**config.mk**
```make
export PLATFORM = sky130hd
export DESIGN_NAME = leaky_relu_arbiter_flat
export DESIGN_NICKNAME = d
export VERILOG_FILES = /design/src/rtl/leaky_relu_pkg.sv /design/src/rtl/leaky_relu_arbiter_if.sv /design/src/rtl/leaky_relu_arbiter_act_tag_pipe.sv /design/src/rtl/leaky_relu_arbiter.sv /design/src/flat_wrapper.sv
export SDC_FILE = /design/constraint.sdc
export NUM_CORES = 1
export LEC_CHECK = 0
export ABC_CLOCK_PERIOD_IN_PS = 4900
export BUFFER_PORTS_ARGS = -buffer_cell sky130_fd_sc_hd__buf_2
export CORE_MARGIN = 8
export CORE_UTILIZATION = 40
export CTS_CLUSTER_SIZE = 16
export DETAILED_ROUTE_END_ITERATION = 7
export PLACE_DENSITY_LB_ADDON = 0.12
export SLEW_MARGIN = 20
export SYNTH_ARGS = -nofsm -noshare
export SYNTH_HDL_FRONTEND = slang
export SYNTH_SLANG_ARGS = --single-unit
```
**constraint.sdc**
```tcl
create_clock -name clk -period 4.9 [get_ports clk]
set_clock_uncertainty 0.1 [all_clocks]
set_input_delay 0 -clock clk [delete_from_list [all_inputs] [get_ports clk]]
set_output_delay 0 -clock clk [all_outputs]
set_load 0.05 [all_outputs]
```
**src/rtl/leaky_relu_pkg.sv**
```systemverilog
// Shared types for the leaky_relu activation arbiter: FSM states, in-flight
// beat tags and the owner one-hot decode.
package leaky_relu_pkg;

    localparam int DATA_WIDTH_DEF = 16;
    localparam int FRAC_WIDTH_DEF = 8;
    localparam int MAX_REQ        = 8;
    localparam int OWNER_W        = 3;

    typedef enum logic [0:0] {
        ST_IDLE = 1'b0,
        ST_LOCK = 1'b1
    } arb_state_e;

    typedef struct packed {
        logic               valid;
        logic [OWNER_W-1:0] owner;
        logic               last;
    } act_tag_t;

    function automatic logic [MAX_REQ-1:0] owner_onehot(input logic [OWNER_W-1:0] owner);
        owner_onehot = 8'b0000_0001 << owner;
    endfunction

endpackage

```
**src/rtl/leaky_relu_arbiter_if.sv**
```systemverilog
// Bundle of requester, activation-unit and response signals around the arbiter.
interface leaky_relu_arbiter_if
    import leaky_relu_pkg::*;
#(
    parameter int NUM_REQ    = 4,
    parameter int DATA_WIDTH = DATA_WIDTH_DEF
);
    logic [NUM_REQ-1:0]            req_valid;
    logic [NUM_REQ*DATA_WIDTH-1:0] req_data;
    logic [NUM_REQ-1:0]            req_last;
    logic [NUM_REQ-1:0]            req_ready;
    logic [DATA_WIDTH-1:0]         act_x;
    logic                          act_valid;
    logic [DATA_WIDTH-1:0]         act_y;
    logic                          act_valid_out;
    logic [DATA_WIDTH-1:0]         rsp_data;
    logic [NUM_REQ-1:0]            rsp_valid;
    logic                          rsp_last;
    logic                          busy;
    logic                          err_unexp;

    modport master (
        output req_valid, req_data, req_last, act_y, act_valid_out,
        input  req_ready, act_x, act_valid, rsp_data, rsp_valid, rsp_last, busy, err_unexp
    );

    modport slave (
        input  req_valid, req_data, req_last, act_y, act_valid_out,
        output req_ready, act_x, act_valid, rsp_data, rsp_valid, rsp_last, busy, err_unexp
    );
endinterface

```
**src/rtl/leaky_relu_arbiter_act_tag_pipe.sv**
```systemverilog
// Shift register carrying beat ownership tags alongside the activation unit's
// pipeline so the last slot lines up with the unit's result strobe.
module act_tag_pipe
    import leaky_relu_pkg::*;
#(
    parameter int LATENCY = 1
) (
    input  logic     clk,
    input  logic     rst_n,
    input  act_tag_t tag_in,
    output act_tag_t tag_out,
    output logic     any_valid
);
    act_tag_t pipe_r [LATENCY];

    // advance every tag one slot per cycle; reset drops all in-flight tags
    always_ff @(posedge clk or negedge rst_n) begin
        if (!rst_n) begin
            for (int i = 0; i < LATENCY; i++) begin
                pipe_r[i] <= '0;
            end
        end else begin
            pipe_r[0] <= tag_in;
            for (int i = 1; i < LATENCY; i++) begin
                pipe_r[i] <= pipe_r[i-1];
            end
        end
    end

    assign tag_out = pipe_r[LATENCY-1];

    // any slot holding a live beat
    always_comb begin
        any_valid = 1'b0;
        for (int i = 0; i < LATENCY; i++) begin
            any_valid = any_valid | pipe_r[i].valid;
        end
    end
endmodule

```
**src/rtl/leaky_relu_arbiter.sv**
```systemverilog
// Round-robin burst arbiter sharing one leaky_relu unit among NUM_REQ streams,
// routing each result back to its owner as a one-hot response.
module leaky_relu_arbiter
    import leaky_relu_pkg::*;
#(
    parameter int NUM_REQ    = 4,
    parameter int DATA_WIDTH = DATA_WIDTH_DEF,
    parameter int FRAC_WIDTH = FRAC_WIDTH_DEF,
    parameter int LATENCY    = 1
) (
    input logic                 clk,
    input logic                 rst_n,
    leaky_relu_arbiter_if.slave bus
);
    if (NUM_REQ < 2 || NUM_REQ > MAX_REQ || LATENCY < 1 || LATENCY > 8 ||
        FRAC_WIDTH >= DATA_WIDTH) begin : g_param_check
        $error("leaky_relu_arbiter: parameter out of range");
    end

    arb_state_e            state_r, state_nxt_s;
    logic [OWNER_W-1:0]    owner_r, owner_nxt_s, rr_ptr_r, rr_ptr_nxt_s;
    logic [NUM_REQ-1:0]    ready_s;
    logic                  hs_s, hs_last_s, found_s, take_s;
    logic [DATA_WIDTH-1:0] sel_data_s, act_x_r, rsp_data_r;
    logic [3:0]            cand_s, wrap_s;
    logic                  act_valid_r, rsp_last_r, busy_r, err_r, pipe_any_s;
    logic [NUM_REQ-1:0]    rsp_valid_r;
    act_tag_t              issue_tag_r, tag_out_s;

    assign ready_s = (state_r == ST_LOCK) ? NUM_REQ'(owner_onehot(owner_r)) : '0;
    assign wrap_s  = {1'b0, owner_r} + 4'd1;

    // owner's beat: handshake, last flag and AND-OR data mux
    always_comb begin
        hs_s       = |(bus.req_valid & ready_s);
        hs_last_s  = |(bus.req_last & ready_s);
        sel_data_s = '0;
        for (int i = 0; i < NUM_REQ; i++) begin
            sel_data_s = sel_data_s |
                         (bus.req_data[i*DATA_WIDTH +: DATA_WIDTH] & {DATA_WIDTH{ready_s[i]}});
        end
    end

    // next-state: round-robin pick in IDLE, release on the final handshake
    always_comb begin
        state_nxt_s  = state_r;
        owner_nxt_s  = owner_r;
        rr_ptr_nxt_s = rr_ptr_r;
        found_s      = 1'b0;
        take_s       = 1'b0;
        cand_s       = 4'd0;
        case (state_r)
            ST_IDLE: begin
                for (int k = 0; k < NUM_REQ; k++) begin
                    cand_s      = {1'b0, rr_ptr_r} + 4'(k);
                    cand_s      = (cand_s >= 4'(NUM_REQ)) ? cand_s - 4'(NUM_REQ) : cand_s;
                    take_s      = !found_s && (|(bus.req_valid & (NUM_REQ'(1'b1) << cand_s)));
                    owner_nxt_s = take_s ? cand_s[OWNER_W-1:0] : owner_nxt_s;
                    found_s     = found_s | take_s;
                end
                state_nxt_s = found_s ? ST_LOCK : ST_IDLE;
            end
            ST_LOCK: begin
                if (hs_s && hs_last_s) begin
                    state_nxt_s  = ST_IDLE;
                    rr_ptr_nxt_s = (wrap_s >= 4'(NUM_REQ)) ? 3'd0 : wrap_s[OWNER_W-1:0];
                end else begin
                    state_nxt_s = ST_LOCK;
                end
            end
            default: state_nxt_s = ST_IDLE;
        endcase
    end

    // arbitration state
    always_ff @(posedge clk or negedge rst_n) begin
        if (!rst_n) begin
            state_r  <= ST_IDLE;
            owner_r  <= 3'd0;
            rr_ptr_r <= 3'd0;
        end else begin
            state_r  <= state_nxt_s;
            owner_r  <= owner_nxt_s;
            rr_ptr_r <= rr_ptr_nxt_s;
        end
    end

    // issue accepted beat to the unit together with its ownership tag
    always_ff @(posedge clk or negedge rst_n) begin
        if (!rst_n) begin
            act_x_r     <= '0;
            act_valid_r <= 1'b0;
            issue_tag_r <= '0;
        end else begin
            act_valid_r <= hs_s;
            issue_tag_r <= '{valid: hs_s, owner: owner_r, last: hs_s & hs_last_s};
            if (hs_s) begin
                act_x_r <= sel_data_s;
            end
        end
    end

    act_tag_pipe #(.LATENCY(LATENCY)) u_tag_pipe (
        .clk      (clk),
        .rst_n    (rst_n),
        .tag_in   (issue_tag_r),
        .tag_out  (tag_out_s),
        .any_valid(pipe_any_s)
    );

    // route results; a strobe/tag disagreement in either direction is sticky
    always_ff @(posedge clk or negedge rst_n) begin
        if (!rst_n) begin
            rsp_data_r  <= '0;
            rsp_valid_r <= '0;
            rsp_last_r  <= 1'b0;
            err_r       <= 1'b0;
            busy_r      <= 1'b0;
        end else begin
            rsp_valid_r <= (bus.act_valid_out && tag_out_s.valid) ?
                           NUM_REQ'(owner_onehot(tag_out_s.owner)) : '0;
            rsp_last_r  <= bus.act_valid_out & tag_out_s.valid & tag_out_s.last;
            err_r       <= err_r | (bus.act_valid_out ^ tag_out_s.valid);
            busy_r      <= (state_r == ST_LOCK) | issue_tag_r.valid | pipe_any_s;
            if (bus.act_valid_out) begin
                rsp_data_r <= bus.act_y;
            end
        end
    end

    assign bus.req_ready = ready_s;
    assign bus.act_x     = act_x_r;
    assign bus.act_valid = act_valid_r;
    assign bus.rsp_data  = rsp_data_r;
    assign bus.rsp_valid = rsp_valid_r;
    assign bus.rsp_last  = rsp_last_r;
    assign bus.busy      = busy_r;
    assign bus.err_unexp = err_r;
endmodule

```
**src/flat_wrapper.sv**
```systemverilog
// flat-port wrapper written by rule: the top's interface ports become plain ports
module leaky_relu_arbiter_flat import leaky_relu_pkg::*;
#(
    parameter int NUM_REQ    = 4,
    parameter int DATA_WIDTH = DATA_WIDTH_DEF,
    parameter int FRAC_WIDTH = FRAC_WIDTH_DEF,
    parameter int LATENCY    = 1
)
  (clk, rst_n, bus_req_valid, bus_req_data, bus_req_last, bus_act_y, bus_act_valid_out, bus_req_ready, bus_act_x, bus_act_valid, bus_rsp_data, bus_rsp_valid, bus_rsp_last, bus_busy, bus_err_unexp);
  leaky_relu_arbiter_if #(.NUM_REQ(NUM_REQ), .DATA_WIDTH(DATA_WIDTH)) bus_i ();
  input logic clk;
  input logic rst_n;
  input wire logic [$bits(bus_i.req_valid)-1:0] bus_req_valid;
  input wire logic [$bits(bus_i.req_data)-1:0] bus_req_data;
  input wire logic [$bits(bus_i.req_last)-1:0] bus_req_last;
  input wire logic [$bits(bus_i.act_y)-1:0] bus_act_y;
  input wire logic [$bits(bus_i.act_valid_out)-1:0] bus_act_valid_out;
  output wire logic [$bits(bus_i.req_ready)-1:0] bus_req_ready;
  output wire logic [$bits(bus_i.act_x)-1:0] bus_act_x;
  output wire logic [$bits(bus_i.act_valid)-1:0] bus_act_valid;
  output wire logic [$bits(bus_i.rsp_data)-1:0] bus_rsp_data;
  output wire logic [$bits(bus_i.rsp_valid)-1:0] bus_rsp_valid;
  output wire logic [$bits(bus_i.rsp_last)-1:0] bus_rsp_last;
  output wire logic [$bits(bus_i.busy)-1:0] bus_busy;
  output wire logic [$bits(bus_i.err_unexp)-1:0] bus_err_unexp;
  assign bus_i.req_valid = bus_req_valid;
  assign bus_i.req_data = bus_req_data;
  assign bus_i.req_last = bus_req_last;
  assign bus_i.act_y = bus_act_y;
  assign bus_i.act_valid_out = bus_act_valid_out;
  assign bus_req_ready = bus_i.req_ready;
  assign bus_act_x = bus_i.act_x;
  assign bus_act_valid = bus_i.act_valid;
  assign bus_rsp_data = bus_i.rsp_data;
  assign bus_rsp_valid = bus_i.rsp_valid;
  assign bus_rsp_last = bus_i.rsp_last;
  assign bus_busy = bus_i.busy;
  assign bus_err_unexp = bus_i.err_unexp;
  leaky_relu_arbiter #(.NUM_REQ(NUM_REQ), .DATA_WIDTH(DATA_WIDTH), .FRAC_WIDTH(FRAC_WIDTH), .LATENCY(LATENCY)) u_core (.clk(clk), .rst_n(rst_n), .bus(bus_i));
endmodule
```
==> out/qor.csv <==
metric,value,unit
Period minus WS final,3.70,ns
ANT nets after route,0,
Reg-to-Reg End,u_core.bus.act_x[0],
worst vdd ir,0.474,mV
Place WS,2.35,ns
first-pass GRT wire length,14200,um
Post-CTS Hold Fix Bufs,65,
Clock Tree Buf Depth,2,
Vias,2656,
Static Leak,1.92,nW
Worst R2R Setup Slack,1.20,ns
GRT Residual Overflow,0,
HP Class,in2reg,
crit path DAT,3.85,ns
vias in the first global route,2943,
Worst Path Required,5.05,ns
max cap viols,0,
DRT Pass-1 Iters,4,
GR Util met1,19.7,%
CP max FO,29,
Worst-path clk slew,0.10,ns
syn avg cell area,11.6,um2
Reg-to-Reg Start,u_core.state_r,
distinct cell type count after synthesis,42,
post-CTS setup buffer count,0,
filler instances,567,
Fin. Hold Viols,0,
final total negative setup slack,0,ns
post-synthesis sequential area ratio,52.1,%
H-tree depth,2,
PD cells,618,mW/mm2
initial antenna violation count,0,
clk sinks,56,
# resized after CTS,0,
# placed instances,431,
RD Place Congestion,0.861,
CTS tree,yes,
"Top FF cell, synth",dfrtp_1,
full die area,0.00960,mm2
Chip Height,98.0,um
Finished Layout Cells,504,
cell area after synthesis,0.00269,mm2
Multi-input gate area,0.00118,mm2
Relative slew margins,33.7,%
largest net degree at the start of global routing,57,
wire length per cell,17.3,um
layout cells sized above 1,38.7,%
DP HPWL,5690,um
final worst-path cycle share,75.6,%
DRT Wirelength,8730,um
Inserted Clock Buffers,5,
synthesized net count,332,
Syn Inst Count,232,
Final setup viols,0,
Crit Path Class,reg2reg,
grt met3 use,5.97,%
vias per cell,5.27,
"Async S/R FF share, synth",100,%
gr usage total,17.9,%
DRT iter0 DRCs,144,
Port-buffer cells,134,
"Clk Latency, worst-skew pair",0.30,ns
final worst setup slack,1.20,ns
drc violations,0,
Ys Warns,0,
synth top area cells,"dfrtp_1 52%, a22oi_1 8.9%, mux2_2 6.7%",
CP Capture Type,flop,
Die Wd,98.0,um
Hold EP,u_core.issue_tag_r[0],
Starting Density,40.5,%
row cnt,30,
gr busiest metal,met2,
total inserted antenna cells,0,
R2R depth,6,
RSZ-0062 raised after global routing,false,
Core Area,0.00664,mm2
WHS Path Cells,3,
FF/Latch Area,0.00140,mm2
# IOs,135,
final number of max-transition violations,0,
total power after layout,0.00255,W
Nets,523,
Synth area leader,dfrtp_1,
Tightest Pin Transition,0.994,ns
"EDFF count, synth",0,
Area growth syn-to-layout,53.7,%
Startpoint Class,flop,
CTS Root Cell,clkbuf_8,
top cell type's share of synthesized area,52.1,%
status,finished clean,
fmax,270,MHz
routing usage on met2,31.8,%
Yosys reg bits,56,
hold path start,bus_req_last[3],
==> metal layers <==
layer	vias to the layer above	share of wire, %	wire, um
met5	-	0	0
met4	0	1.2	103
met3	10	7.2	629
met2	97	51	4460
met1	1281	41	3540
li1	1268	-	-
==> final cells by class <==
class | count | share of cell area (%)
multi-input combinational | 153 | 28.6
clock inverter | 2 | 0.394
clock buffer | 6 | 1.76
timing repair buffer | 201 | 32.3
inverter | 6 | 0.545
tap | 80 | 2.42
sequential | 56 | 33.9
==> Yosys cell counts, types with 2 or more instances <==
master / count
a21oi_1: 20
mux2_2: 16
dfrtp_1: 56
nor4bb_1: 2
nand2_1: 6
a211o_1: 2
and2_1: 6
nor2_1: 5
ha_1: 9
mux2i_1: 6
nor3_1: 3
a221oi_1: 2
inv_1: 5
a22oi_1: 32
a31oi_1: 17
clkbuf_1: 4
nand2b_1: 2
buf_2: 12
nor2b_1: 3
a22o_1: 2
==> critical path, stage by stage (launching register included) <==
cell and delay, ns:
dfrtp_1 1.01, nor2b_1 0.30, and2_1 0.63, a22oi_1 0.18, dlygate4sd3_1 0.62, a31oi_1 0.23, dlygate4sd3_1 0.59
==> sequential cells by signal, summed over array words and instances, names as in the netlist <==
name	cells
u_core.bus.act_valid	1
u_core.u_tag_pipe.tag_out	4
u_core.rr_ptr_r	3
u_core.bus.err_unexp	1
u_core.state_r	1
u_core.owner_r	3
u_core.bus.rsp_data	16
u_core.u_tag_pipe.any_valid	1
u_core.issue_tag_r	4
u_core.bus.busy	1
u_core.bus.rsp_last	1
u_core.bus.act_x	16
u_core.bus.rsp_valid	4
==> power by group <==
group          switching (W)  total (W)  internal, W
clock network       0.000149   0.000251     0.000102
logic               0.000933    0.00158     0.000646
registers           0.000121   0.000726     0.000605
==> kinds of logic (layout without fill, tap and decap cells) <==
family	count (synthesis)	after routing	synth area share, %
flip-flops	56	56	52.1
buffers and inverters	23	215	3.91
multiplexers	24	24	10.5
AO/OA/AOI/OAI	86	86	21.8
adder cells (fa/ha/maj)	9	9	4.19
AND/OR/NAND/NOR	34	34	7.49
==> how the worst max path moves through the flow <==
| stage | start | endpoint | slack (ns) |
|---|---|---|---|
| floorplan | u_core.rr_ptr_r[0] | u_core.owner_r[1] | 2.62 |
| global placement | u_core.rr_ptr_r[0] | u_core.owner_r[1] | 2.38 |
| detailed placement | u_core.rr_ptr_r[0] | u_core.owner_r[1] | 2.35 |
| CTS | u_core.state_r | u_core.bus.act_x[1] | 1.36 |
| global route | u_core.state_r | u_core.bus.act_x[0] | 1.0 |
| finish | u_core.state_r | u_core.bus.act_x[0] | 1.20 |
==> cell usage in the layout (no fill, tap or decap), types with 2 or more instances in the layout <==
master / instances
a31oi_1: 17
dlygate4sd3_1: 65
nor4bb_1: 2
a211o_1: 2
a22oi_1: 32
buf_2: 134
a221oi_1: 2
dfrtp_1: 56
nand2b_1: 2
and2_1: 6
nor2_1: 5
buf_4: 2
a21oi_1: 20
mux2_2: 16
ha_1: 9
nor3_1: 3
mux2i_1: 6
clkbuf_8: 5
a22o_1: 2
nand2_1: 6
inv_1: 5
nor2b_1: 3
==> through the flow <==
| step | util, % | hold slack, ns | instance area, um2 |
|---|---|---|---|
| finish | 62.2 | 0.0719 | 4130 |
| global route | 62.2 | 0.0933 | 4130 |
| CTS | 62.2 | 0.0581 | 4130 |
| detailed placement | 51.1 | 0.0927 | 3390 |
| global placement | 51.1 | 0.0809 | 3390 |
| floorplan | - | -0.396 | 2690 |
No activity file was read; power rests on OpenSTA's default activity.
